## src/rtl/rst_seq_pkg.sv

```systemverilog
// Shared types for the reset/PLL sequencer.
// State encoding and counter width helper.
package rst_seq_pkg;

  typedef enum logic [2:0] {
    S_PLLRST   = 3'd0,
    S_WAITLOCK = 3'd1,
    S_RELEASE  = 3'd2,
    S_RUN      = 3'd3,
    S_FAIL     = 3'd4
  } state_t;

  function automatic int cnt_w(input int max);
    return (max < 1) ? 1 : $clog2(max + 1);
  endfunction

endpackage

```

## src/rtl/sync_2ff.sv

```systemverilog
// Two-flop synchroniser for asynchronous inputs.
// Reset value is chosen per instance so reset looks idle.
module sync_2ff #(
  parameter int               WIDTH   = 1,
  parameter logic [WIDTH-1:0] RST_VAL = '0
) (
  input  logic             clk,
  input  logic             rst,
  input  logic [WIDTH-1:0] d,
  output logic [WIDTH-1:0] q
);

  logic [WIDTH-1:0] meta;

  // metastability stage followed by the output stage
  always_ff @(posedge clk) begin
    if (rst) begin
      meta <= RST_VAL;
      q    <= RST_VAL;
    end else begin
      meta <= d;
      q    <= meta;
    end
  end

endmodule

```

## src/rtl/rst_sequencer.sv

```systemverilog
// Reset/PLL sequencer: PLL reset pulses, lock filter,
// timeout retry and staged release of channel resets.
module rst_sequencer
  import rst_seq_pkg::*;
#(
  parameter int N_CH         = 4,
  parameter int PLL_RST_CYC  = 8,
  parameter int LOCK_FILT    = 16,
  parameter int LOCK_TIMEOUT = 4096,
  parameter int RETRY_MAX    = 3,
  parameter int STAGE_DLY    = 32
) (
  input  logic            CLK,
  input  logic            RESET,
  input  logic            EXT_RESET_N,
  input  logic            PLL_LOCKED,
  input  logic            SW_RESET_REQ,
  output logic            PLL_RESET_N,
  output logic [N_CH-1:0] CH_RESET,
  output logic            SEQ_DONE,
  output logic            LOCK_FAIL,
  output logic [2:0]      STATE
);

  localparam int PW = cnt_w(PLL_RST_CYC);
  localparam int LW = cnt_w(LOCK_FILT);
  localparam int TW = cnt_w(LOCK_TIMEOUT);
  localparam int RW = cnt_w(RETRY_MAX);
  localparam int GW = cnt_w(STAGE_DLY);

  localparam logic [PW-1:0] PLL_LAST = PW'(PLL_RST_CYC - 1);
  localparam logic [LW-1:0] LF_MAX   = LW'(LOCK_FILT);
  localparam logic [LW-1:0] LF_PRE   = LW'(LOCK_FILT - 1);
  localparam logic [TW-1:0] TO_LAST  = TW'(LOCK_TIMEOUT - 1);
  localparam logic [RW-1:0] R_MAX    = RW'(RETRY_MAX);
  localparam logic [GW-1:0] STG_LAST = GW'(STAGE_DLY - 1);

  logic            ext_rst;
  logic            lock;
  logic [LW-1:0]   lf_cnt;
  logic            lock_ok;
  logic            lock_ok_d;
  logic            lock_drop;
  state_t          state;
  state_t          nxt;
  logic [PW-1:0]   pll_cnt;
  logic [PW-1:0]   pll_nx;
  logic [TW-1:0]   to_cnt;
  logic [TW-1:0]   to_nx;
  logic [GW-1:0]   stg_cnt;
  logic [GW-1:0]   stg_nx;
  logic [RW-1:0]   retry;
  logic [RW-1:0]   retry_nx;
  logic [N_CH-1:0] ch_rst;
  logic [N_CH-1:0] ch_nx;
  logic [N_CH-1:0] ch_sh;
  logic            pll_rst_n;
  logic            seq_done;
  logic            lock_fail;

  sync_2ff #(.WIDTH(1), .RST_VAL(1'b1)) u_ext (
    .clk (CLK),
    .rst (RESET),
    .d   (EXT_RESET_N),
    .q   (ext_rst)
  );

  sync_2ff #(.WIDTH(1), .RST_VAL(1'b0)) u_lock (
    .clk (CLK),
    .rst (RESET),
    .d   (PLL_LOCKED),
    .q   (lock)
  );

  // FSM reacts to the value lock_ok is about to take
  assign lock_ok_d = lock & (lf_cnt >= LF_PRE);
  assign lock_drop = lock_ok & ~lock_ok_d;
  assign ch_sh     = ch_rst << 1;

  // saturating run-length filter on synced lock
  always_ff @(posedge CLK) begin
    if (RESET) begin
      lf_cnt  <= '0;
      lock_ok <= 1'b0;
    end else begin
      lock_ok <= lock_ok_d;
      if (!lock) begin
        lf_cnt <= '0;
      end else if (lf_cnt != LF_MAX) begin
        lf_cnt <= lf_cnt + LW'(1);
      end
    end
  end

  // next state, counters and thermometer channel mask
  always_comb begin
    nxt      = state;
    pll_nx   = '0;
    to_nx    = '0;
    stg_nx   = '0;
    retry_nx = retry;
    ch_nx    = '1;
    if (!ext_rst) begin
      nxt      = S_PLLRST;
      retry_nx = '0;
    end else begin
      unique case (state)
        S_PLLRST: begin
          if (pll_cnt == PLL_LAST) begin
            nxt = S_WAITLOCK;
          end else begin
            pll_nx = pll_cnt + PW'(1);
          end
        end
        S_WAITLOCK: begin
          if (lock_ok_d) begin
            nxt = S_RELEASE;
          end else if (to_cnt == TO_LAST) begin
            if (retry < R_MAX) begin
              retry_nx = retry + RW'(1);
              nxt      = S_PLLRST;
            end else begin
              nxt = S_FAIL;
            end
          end else begin
            to_nx = to_cnt + TW'(1);
          end
        end
        S_RELEASE: begin
          if (lock_drop) begin
            nxt = S_WAITLOCK;
          end else if (!SW_RESET_REQ) begin
            ch_nx = ch_rst;
            if (stg_cnt == STG_LAST) begin
              ch_nx = ch_sh;
              if (ch_sh == '0) begin
                nxt      = S_RUN;
                retry_nx = '0;
              end
            end else begin
              stg_nx = stg_cnt + GW'(1);
            end
          end
        end
        S_RUN: begin
          if (lock_drop) begin
            nxt = S_WAITLOCK;
          end else if (SW_RESET_REQ) begin
            nxt = S_RELEASE;
          end else begin
            ch_nx = '0;
          end
        end
        S_FAIL: begin
          nxt = S_FAIL;
        end
        default: begin
          nxt = S_PLLRST;
        end
      endcase
    end
  end

  // state, counters and registered outputs
  always_ff @(posedge CLK) begin
    if (RESET) begin
      state     <= S_PLLRST;
      pll_cnt   <= '0;
      to_cnt    <= '0;
      stg_cnt   <= '0;
      retry     <= '0;
      ch_rst    <= '1;
      pll_rst_n <= 1'b0;
      seq_done  <= 1'b0;
      lock_fail <= 1'b0;
    end else begin
      state     <= nxt;
      pll_cnt   <= pll_nx;
      to_cnt    <= to_nx;
      stg_cnt   <= stg_nx;
      retry     <= retry_nx;
      ch_rst    <= ch_nx;
      pll_rst_n <= (nxt != S_PLLRST);
      seq_done  <= (nxt == S_RUN);
      lock_fail <= (nxt == S_FAIL);
    end
  end

  assign PLL_RESET_N = pll_rst_n;
  assign CH_RESET    = ch_rst;
  assign SEQ_DONE    = seq_done;
  assign LOCK_FAIL   = lock_fail;
  assign STATE       = state;

endmodule

```

## config.mk

```make
export PLATFORM = sky130hd
export DESIGN_NAME = rst_sequencer
export DESIGN_NICKNAME = d
export VERILOG_FILES = /design/src/rtl/rst_seq_pkg.sv /design/src/rtl/sync_2ff.sv /design/src/rtl/rst_sequencer.sv
export SDC_FILE = /design/constraint.sdc
export NUM_CORES = 1
export LEC_CHECK = 0
export CORE_ASPECT_RATIO = 0.9
export CORE_MARGIN = 10
export CORE_UTILIZATION = 55
export DETAILED_ROUTE_END_ITERATION = 12
export PLACE_DENSITY_LB_ADDON = 0.2
export SLEW_MARGIN = 25
export SYNTH_ARGS = -nofsm -noshare
export SYNTH_HDL_FRONTEND = slang
export SYNTH_SLANG_ARGS = --single-unit
```

## constraint.sdc

```tcl
create_clock -name CLK -period 2.4 [get_ports CLK]
set_clock_uncertainty 0.05 [all_clocks]
set_input_delay 0.48 -clock CLK [delete_from_list [all_inputs] [get_ports CLK]]
set_output_delay 0.48 -clock CLK [all_outputs]
set_load 0.05 [all_outputs]
```

==> metrics, run 1 <==
status completed; Final Cycle Share between 90% and 100%; maximum VDD drop between 0.5 and 0.6 mV; CP delay by family, top buffers and inverters; DR iter-0 viols about 100; Die Footprint roughly 0.0061 mm²; Rel. slew slack a little over three fifths; Starting Density 56.32%; TritonCTS clock tree yes; 1st-pass router iterations 4; syn nets ~220; unrepaired setup endpoints after global routing no; most frequent cell after synthesis dfxtp_1; top cells by area, synth dfxtp_1, nor2_1, xor2_1; Yosys Warn Count 0; global-route wire length before repair between 5 and 6 mm; asr flop ratio synth 0%; crit path kind flip-flop to primary output; Layout area overhead 17.69%; CTS clk-pin slew, worst paths about 0.080 ns; # setup viols final 0; remaining global-route overflow 0; total power 1444 µW; number of library cell types mapped by synthesis 36; PD cells 654.8 mW/mm²; Post-synth top cells dfxtp_1, nor2_1, nand2_1; chip width around 80 µm; crit path max fanout 9; cts bufs inserted 5; Fill cells roughly 280; vias in the first global route around 1,300; Post-Syn Area per Cell a little over 9 µm²; CP Buf/Inv Count 1; std cell rows 20; Worst setup EP type primary output; Worst Tran Pin Value 0.5561 ns; share of layout cells above drive strength 1 7.623%; ys flop type dfxtp_1; worst path cell trace clkdlybuf4s50_1; H-tree levels 2; initial antenna violation count 0; Mapped Area between 0.0015 and 0.002 mm²; postcts setup bufs 0; Post-DP HPWL about 2.6 mm; Max Slew Vio Count 0; Crit path arrival time around 1.7 ns; Final Util between 60% and 70%; # IOs 15; vias per inst 5.404; Max Cap Viol 0; Worst setup SP type flip-flop; core area 0.003328 mm²; clock buffer depth 2; sequential area share after synthesis 48.06%; fin crit period ~2.2 ns; Nets between 200 and 250; CP max-delay cell clkdlybuf4s50_1; GPL Wtd Cong 0.8314; Setup TNS 0 ns; LEAKAGE 0.0007951 µW; Clock Latency Late Sink 0.29 ns; Die Height around 75 µm; Antenna Cells 0; Post-DRT Antenna Nets 0; cell taking the most area after synthesis dfxtp_1; routed len/inst between 10 and 15 µm; #FFs+latches synth 45; drt total wl 3.514 mm; total track usage 11.72%; top cell type's share of synthesized area between 40% and 50%; CP required 1.87 ns; worst hold path type flip-flop to flip-flop; Gate Count Post-Synth 203; largest net degree at the start of global routing 15; clock tree sinks 45; Highest Clock Rate between 400 and 500 MHz; slowest stage delay, CP roughly 0.87 ns; DR DRC count 0; Post-synth EDFFs 0; vias roughly 1,400; Hold Vio Cnt, Final 0; PortBufs 14; CTS root buffer clkbuf_8
==> flip-flops by register name, summed over array words and instances (netlist names) <==
| name | count |
|---|---|
| retry | 2 |
| PLL_RESET_N | 1 |
| pll_cnt | 4 |
| to_cnt | 13 |
| u_lock.q | 1 |
| SEQ_DONE | 1 |
| u_lock.meta | 1 |
| CH_RESET | 4 |
| stg_cnt | 6 |
| LOCK_FAIL | 1 |
| u_ext.meta | 1 |
| lf_cnt | 5 |
| u_ext.q | 1 |
| STATE | 3 |
| lock_ok | 1 |
==> metal layers <==
layer	GRT usage [%]	part of all wire, %
met1	14.70	45
met2	17.97	48
met3	4.245	6.0
met4	4.415	1.7
met5	0	0
==> per-stage QoR <==
step | area [µm²] | cells | hold slack (ns) | setup slack [ns]
2_1_floorplan | 1874 | 203 | 0.3395 | 0.3065
3_3_place_gp | 2061 | 259 | 0.3439 | 0.2458
3_5_place_dp | 2061 | 259 | 0.3429 | 0.1187
4_1_cts | 2195 | 267 | 0.3630 | 0.09905
5_1_grt | 2206 | 267 | 0.3899 | 0.07539
6_report | 2206 | 267 | 0.3615 | 0.2207
==> power by group <==
group / switching, µW / leakage, µW / total (µW) / internal [µW]
combinational: 14.9 / 0.000363 / 31.1 / 16.2
sequential: 5.06 / 0.000364 / 759 / 754
clock: 241 / 0.0000681 / 655 / 413
total: 261 / 0.000795 / 1440 / 1180
==> cell type report <==
cell class | instances | area, µm² | share of cell area, %
Clock buffer | 5 | 68.82 | 3.120
Clock inverter | 3 | 65.06 | 2.950
Inverter | 10 | 37.54 | 1.702
Multi-Input combinational cell | 144 | 923.4 | 41.86
Sequential cell | 45 | 900.9 | 40.84
Tap cell | 44 | 55.05 | 2.496
Timing Repair Buffer | 16 | 155.1 | 7.033
==> worst register-to-register path, delay by kind of cell (launching register included) <==
family,cells,cell delay [ns]
AO/OA/AOI/OAI,1,0.21
adder cells (fa/ha/maj),2,0.42
flip-flops,1,0.36
AND/OR/NAND/NOR,4,1.02
==> cell usage in the layout, fill, tap and decap left out, types with 3 or more instances in the layout <==
master           instances
and2_1                   3
and3_1                   3
clkbuf_8                 5
clkdlybuf4s50_1         14
dfxtp_1                 45
ha_1                     7
inv_1                   10
nand2_1                 12
nand2b_1                 5
nand3_1                  9
nand4_1                  4
nor2_1                  32
nor2b_1                  8
nor3_1                   4
nor4_1                   3
o21ai_0                  3
o22a_1                   3
or3_1                    3
xnor2_1                  9
xor2_1                  11
==> repair_timing <==
item                                   CTS  global route
resized for setup                        0             3
endpoints found under the hold margin    0             0
hold buffers                             0             0
setup endpoints to repair                0            15
==> cells by family after synthesis <==
family	share of synthesized area, %
flip-flops	48.06
buffers and inverters	3.271
AO/OA/AOI/OAI	7.610
multiplexers	0.5341
adder cells (fa/ha/maj)	4.673
AND/OR/NAND/NOR	26.50
XOR/XNOR	9.346
==> path summary, 6_finish.rpt <==
kind              start     endpoint  slack (ns)  cells after the start
min reg2reg  u_ext.meta      u_ext.q        0.36                      1
max reg2reg   lf_cnt[1]  PLL_RESET_N        0.22                      7
min          u_ext.meta      u_ext.q        0.36                      1
max            STATE[2]     STATE[2]        0.22                      1
Power figures use the tool's default switching activity.
==> run 2, diff against run 1 <==
--- a/config.mk
+++ b/config.mk
@@ -10,4 +10,5 @@
 export CORE_UTILIZATION = 55
 export DETAILED_ROUTE_END_ITERATION = 12
+export MAX_ROUTING_LAYER = met4
 export PLACE_DENSITY_LB_ADDON = 0.2
 export SLEW_MARGIN = 25
==> constraint.sdc (replaced) <==
create_clock -name CLK -period 2.4 [get_ports CLK]
set_clock_uncertainty 0.05 [all_clocks]
set_input_delay 0.24 -clock CLK [delete_from_list [all_inputs] [get_ports CLK]]
set_output_delay 0.24 -clock CLK [all_outputs]
set_load 0.05 [all_outputs]
==> run 2 against run 1 <==
Effect of this change:
- maximum frequency shrank 3.3%
- sequential share of layout area grew 1.3 points
- setup slack lost 0.075 ns
- clock-buffer cell count up 3
- via count rose by 1.1%
- critical endpoint is now retry[0]
- largest power group unchanged
==> metrics, run 2 (synthesis results as in run 1) <==
clock buffer depth 2 (unchanged); WHS Path Cells 1 (unchanged); CTS clk-pin slew, worst paths 0.07 ns (was 0.08 ns); Worst setup SP type flip-flop (unchanged); Max Cap Viol 0 (unchanged); CP Buf/Inv Count 0 (was 1); H-tree levels 2 (unchanged); Clock Latency Late Sink 0.29 ns (about the same); Post-DRT Antenna Nets 0 (unchanged); Crit path arrival time 2.44 ns (was 1.65 ns); CP dominant cell by count ha_1; postcts setup bufs 0 (unchanged); drt total wl 3.466 mm (was 3.514 mm); maximum VDD drop 0.4312 mV (was 0.5142 mV); R2R cell count 8 (was 7); Highest Clock Rate 443.6 MHz (was 458.9 MHz); CP delay by family, top compound AO/OA/AOI/OAI gates (was buffers and inverters); Worst setup EP type flip-flop (was primary output); cts bufs inserted 5 (unchanged); total track usage 12.16% (was 11.72%); Setup TNS 0 ns (unchanged); number of flip-flops in the largest register 13 (unchanged); Nets 233 (was 234); CTS root buffer clkbuf_8 (unchanged); post-route insts no fill 266 (was 267); # IOs 15 (unchanged); Antenna Cells 0 (unchanged); TritonCTS clock tree yes (unchanged); PD cells 570.3 mW/mm² (was 654.8 mW/mm²); core area 0.003328 mm² (unchanged); DR DRC count 0 (unchanged); Post-DP HPWL 2.645 mm (was 2.592 mm); routed len/inst 13.03 µm (was 13.16 µm); slowest stage delay, CP 0.39 ns (was 0.87 ns); crit path kind flip-flop to flip-flop (was flip-flop to primary output); status completed (unchanged); DR iter-0 viols 103 (was 101); Hold Vio Cnt, Final 0 (unchanged); commonest non-fill, non-tap cell in the layout dfxtp_1 (unchanged); fin crit period 2.254 ns (was 2.179 ns); share of layout cells above drive strength 1 4.955% (was 7.623%); reg2reg start lf_cnt[0] (was lf_cnt[1]); clock tree sinks 45 (unchanged); hold path endpoint u_ext.q (unchanged); std cell rows 20 (unchanged); remaining global-route overflow 0 (unchanged); initial antenna violation count 0 (unchanged); worst path cell trace ha_1 -> and3_1 -> ha_1 -> o21ai_1 -> o2111ai_1 -> nor3_1 -> xnor2_1 -> o211a_1 (was clkdlybuf4s50_1); post-placement cell count 258 (was 259); Max Slew Vio Count 0 (unchanged); # setup viols final 0 (unchanged); chip width 81.54 µm (unchanged); Worst Tran Pin Value 0.6029 ns (was 0.5561 ns); CP max-delay cell nor3_1 (was clkdlybuf4s50_1); Starting Density 56.32% (unchanged); largest net degree at the start of global routing 14 (was 15); global-route wire length before repair 5.844 mm (was 5.754 mm); worst hold path type flip-flop to flip-flop (unchanged); LEAKAGE 0.0007607 µW (was 0.0007951 µW); crit path max fanout 5 (was 9); vias in the first global route 1,365 (was 1,322); Final Cycle Share 93.92% (was 90.81%); vias per inst 5.485 (was 5.404); CP required 2.58 ns (was 1.87 ns); Biggest register to_cnt (unchanged); GPL Wtd Cong 0.8616 (was 0.8314); Regs by FF count to_cnt x13, stg_cnt x6, lf_cnt x5 (unchanged); 1st-pass router iterations 5 (was 4); vias 1,459 (was 1,443); hold_sp u_ext.meta (unchanged); most frequent cells in the layout dfxtp_1, nor2_1, clkdlybuf4s50_1 (unchanged); unrepaired setup endpoints after global routing no (unchanged); Die Height 75.38 µm (unchanged); PortBufs 14 (unchanged); Layout area overhead 13.95% (was 17.69%); Rel. slew slack 59.50% (was 62.64%); worst r2r dst retry[0] (was PLL_RESET_N); Die Footprint 0.006146 mm² (unchanged); FF-to-FF setup slack 0.15 ns (was 0.22 ns)
-- run 2: layout make-up --
| cell class | instances | area (µm²) |
|---|---|---|
| inverters | 10 | 37.54 |
| fillers | 281 | 1192 |
| multi-input cells | 144 | 914.6 |
| flip-flops and latches | 45 | 900.9 |
| clock buffers | 8 | 80.08 |
| repair buffers | 15 | 147.6 |
| well taps | 44 | 55.05 |
-- run 2: per-stage QoR --
| step | hold WS [ns] | power, µW | setup WS [ns] | utilization (%) | instance area, µm² |
|---|---|---|---|---|---|
| after detailed placement | 0.3505 | 806.5 | 0.1065 | 61.69 | 2053 |
| after floorplan | 0.2616 | 792.2 | 0.3065 | - | 1874 |
| after global placement | 0.3421 | 804.3 | 0.2532 | 61.69 | 2053 |
| after global routing | 0.3763 | 1271 | 0.008098 | 64.17 | 2136 |
| after CTS | 0.3705 | 1230 | 0.07196 | 64.10 | 2133 |
| final | 0.3671 | 1218 | 0.1459 | 64.17 | 2136 |
-- run 2: per-layer routing --
metal / up-vias / GRT usage [%] / share of wire (%)
li1: 730 / - / -
met1: 685 / 14.00 / 45
met2: 40 / 19.46 / 49
met3: 4 / 4.127 / 5.5
met4: 0 / 4.223 / 0.72
met5: - / - / 0
-- run 2: report_power, final --
group          internal [µW]  switching (µW)  leakage [µW]  total [µW]
sequential               754            5.26      0.000364         759
combinational           15.7            14.5      0.000357        30.2
clock                    207             222     0.0000395         429
total                    976             242      0.000761        1220
-- run 2: what timing repair did --
item	4_1_cts	5_1_grt
hold buffers	0	0
gates resized for setup	0	1
setup endpoints to repair	0	13
-- run 2: worst max-delay path by stage --
stage	depth (start not counted)	endpoint	slack [ns]	from
global route	8	retry[0]	0.008	lf_cnt[1]
global placement	8	to_cnt[10]	0.25	lf_cnt[0]
finish	8	retry[0]	0.15	lf_cnt[0]
detailed placement	8	to_cnt[3]	0.11	lf_cnt[1]
CTS	8	to_cnt[3]	0.07	lf_cnt[1]
floorplan	9	to_cnt[2]	0.31	lf_cnt[0]
-- run 2: worst register-to-register path, delay by kind of cell, from the launching register on --
kind,cells,cell delay (ns)
compound gates,3,0.63
simple gates,2,0.58
fa+ha+maj,2,0.42
flops,1,0.35
xor+xnor,1,0.18
==> run 3, diff against run 2 <==
- CTS_CLUSTER_SIZE: unset -> 24
==> results of run 3 <==
The final DEF is identical to that of run 2; final timing and power are the same.
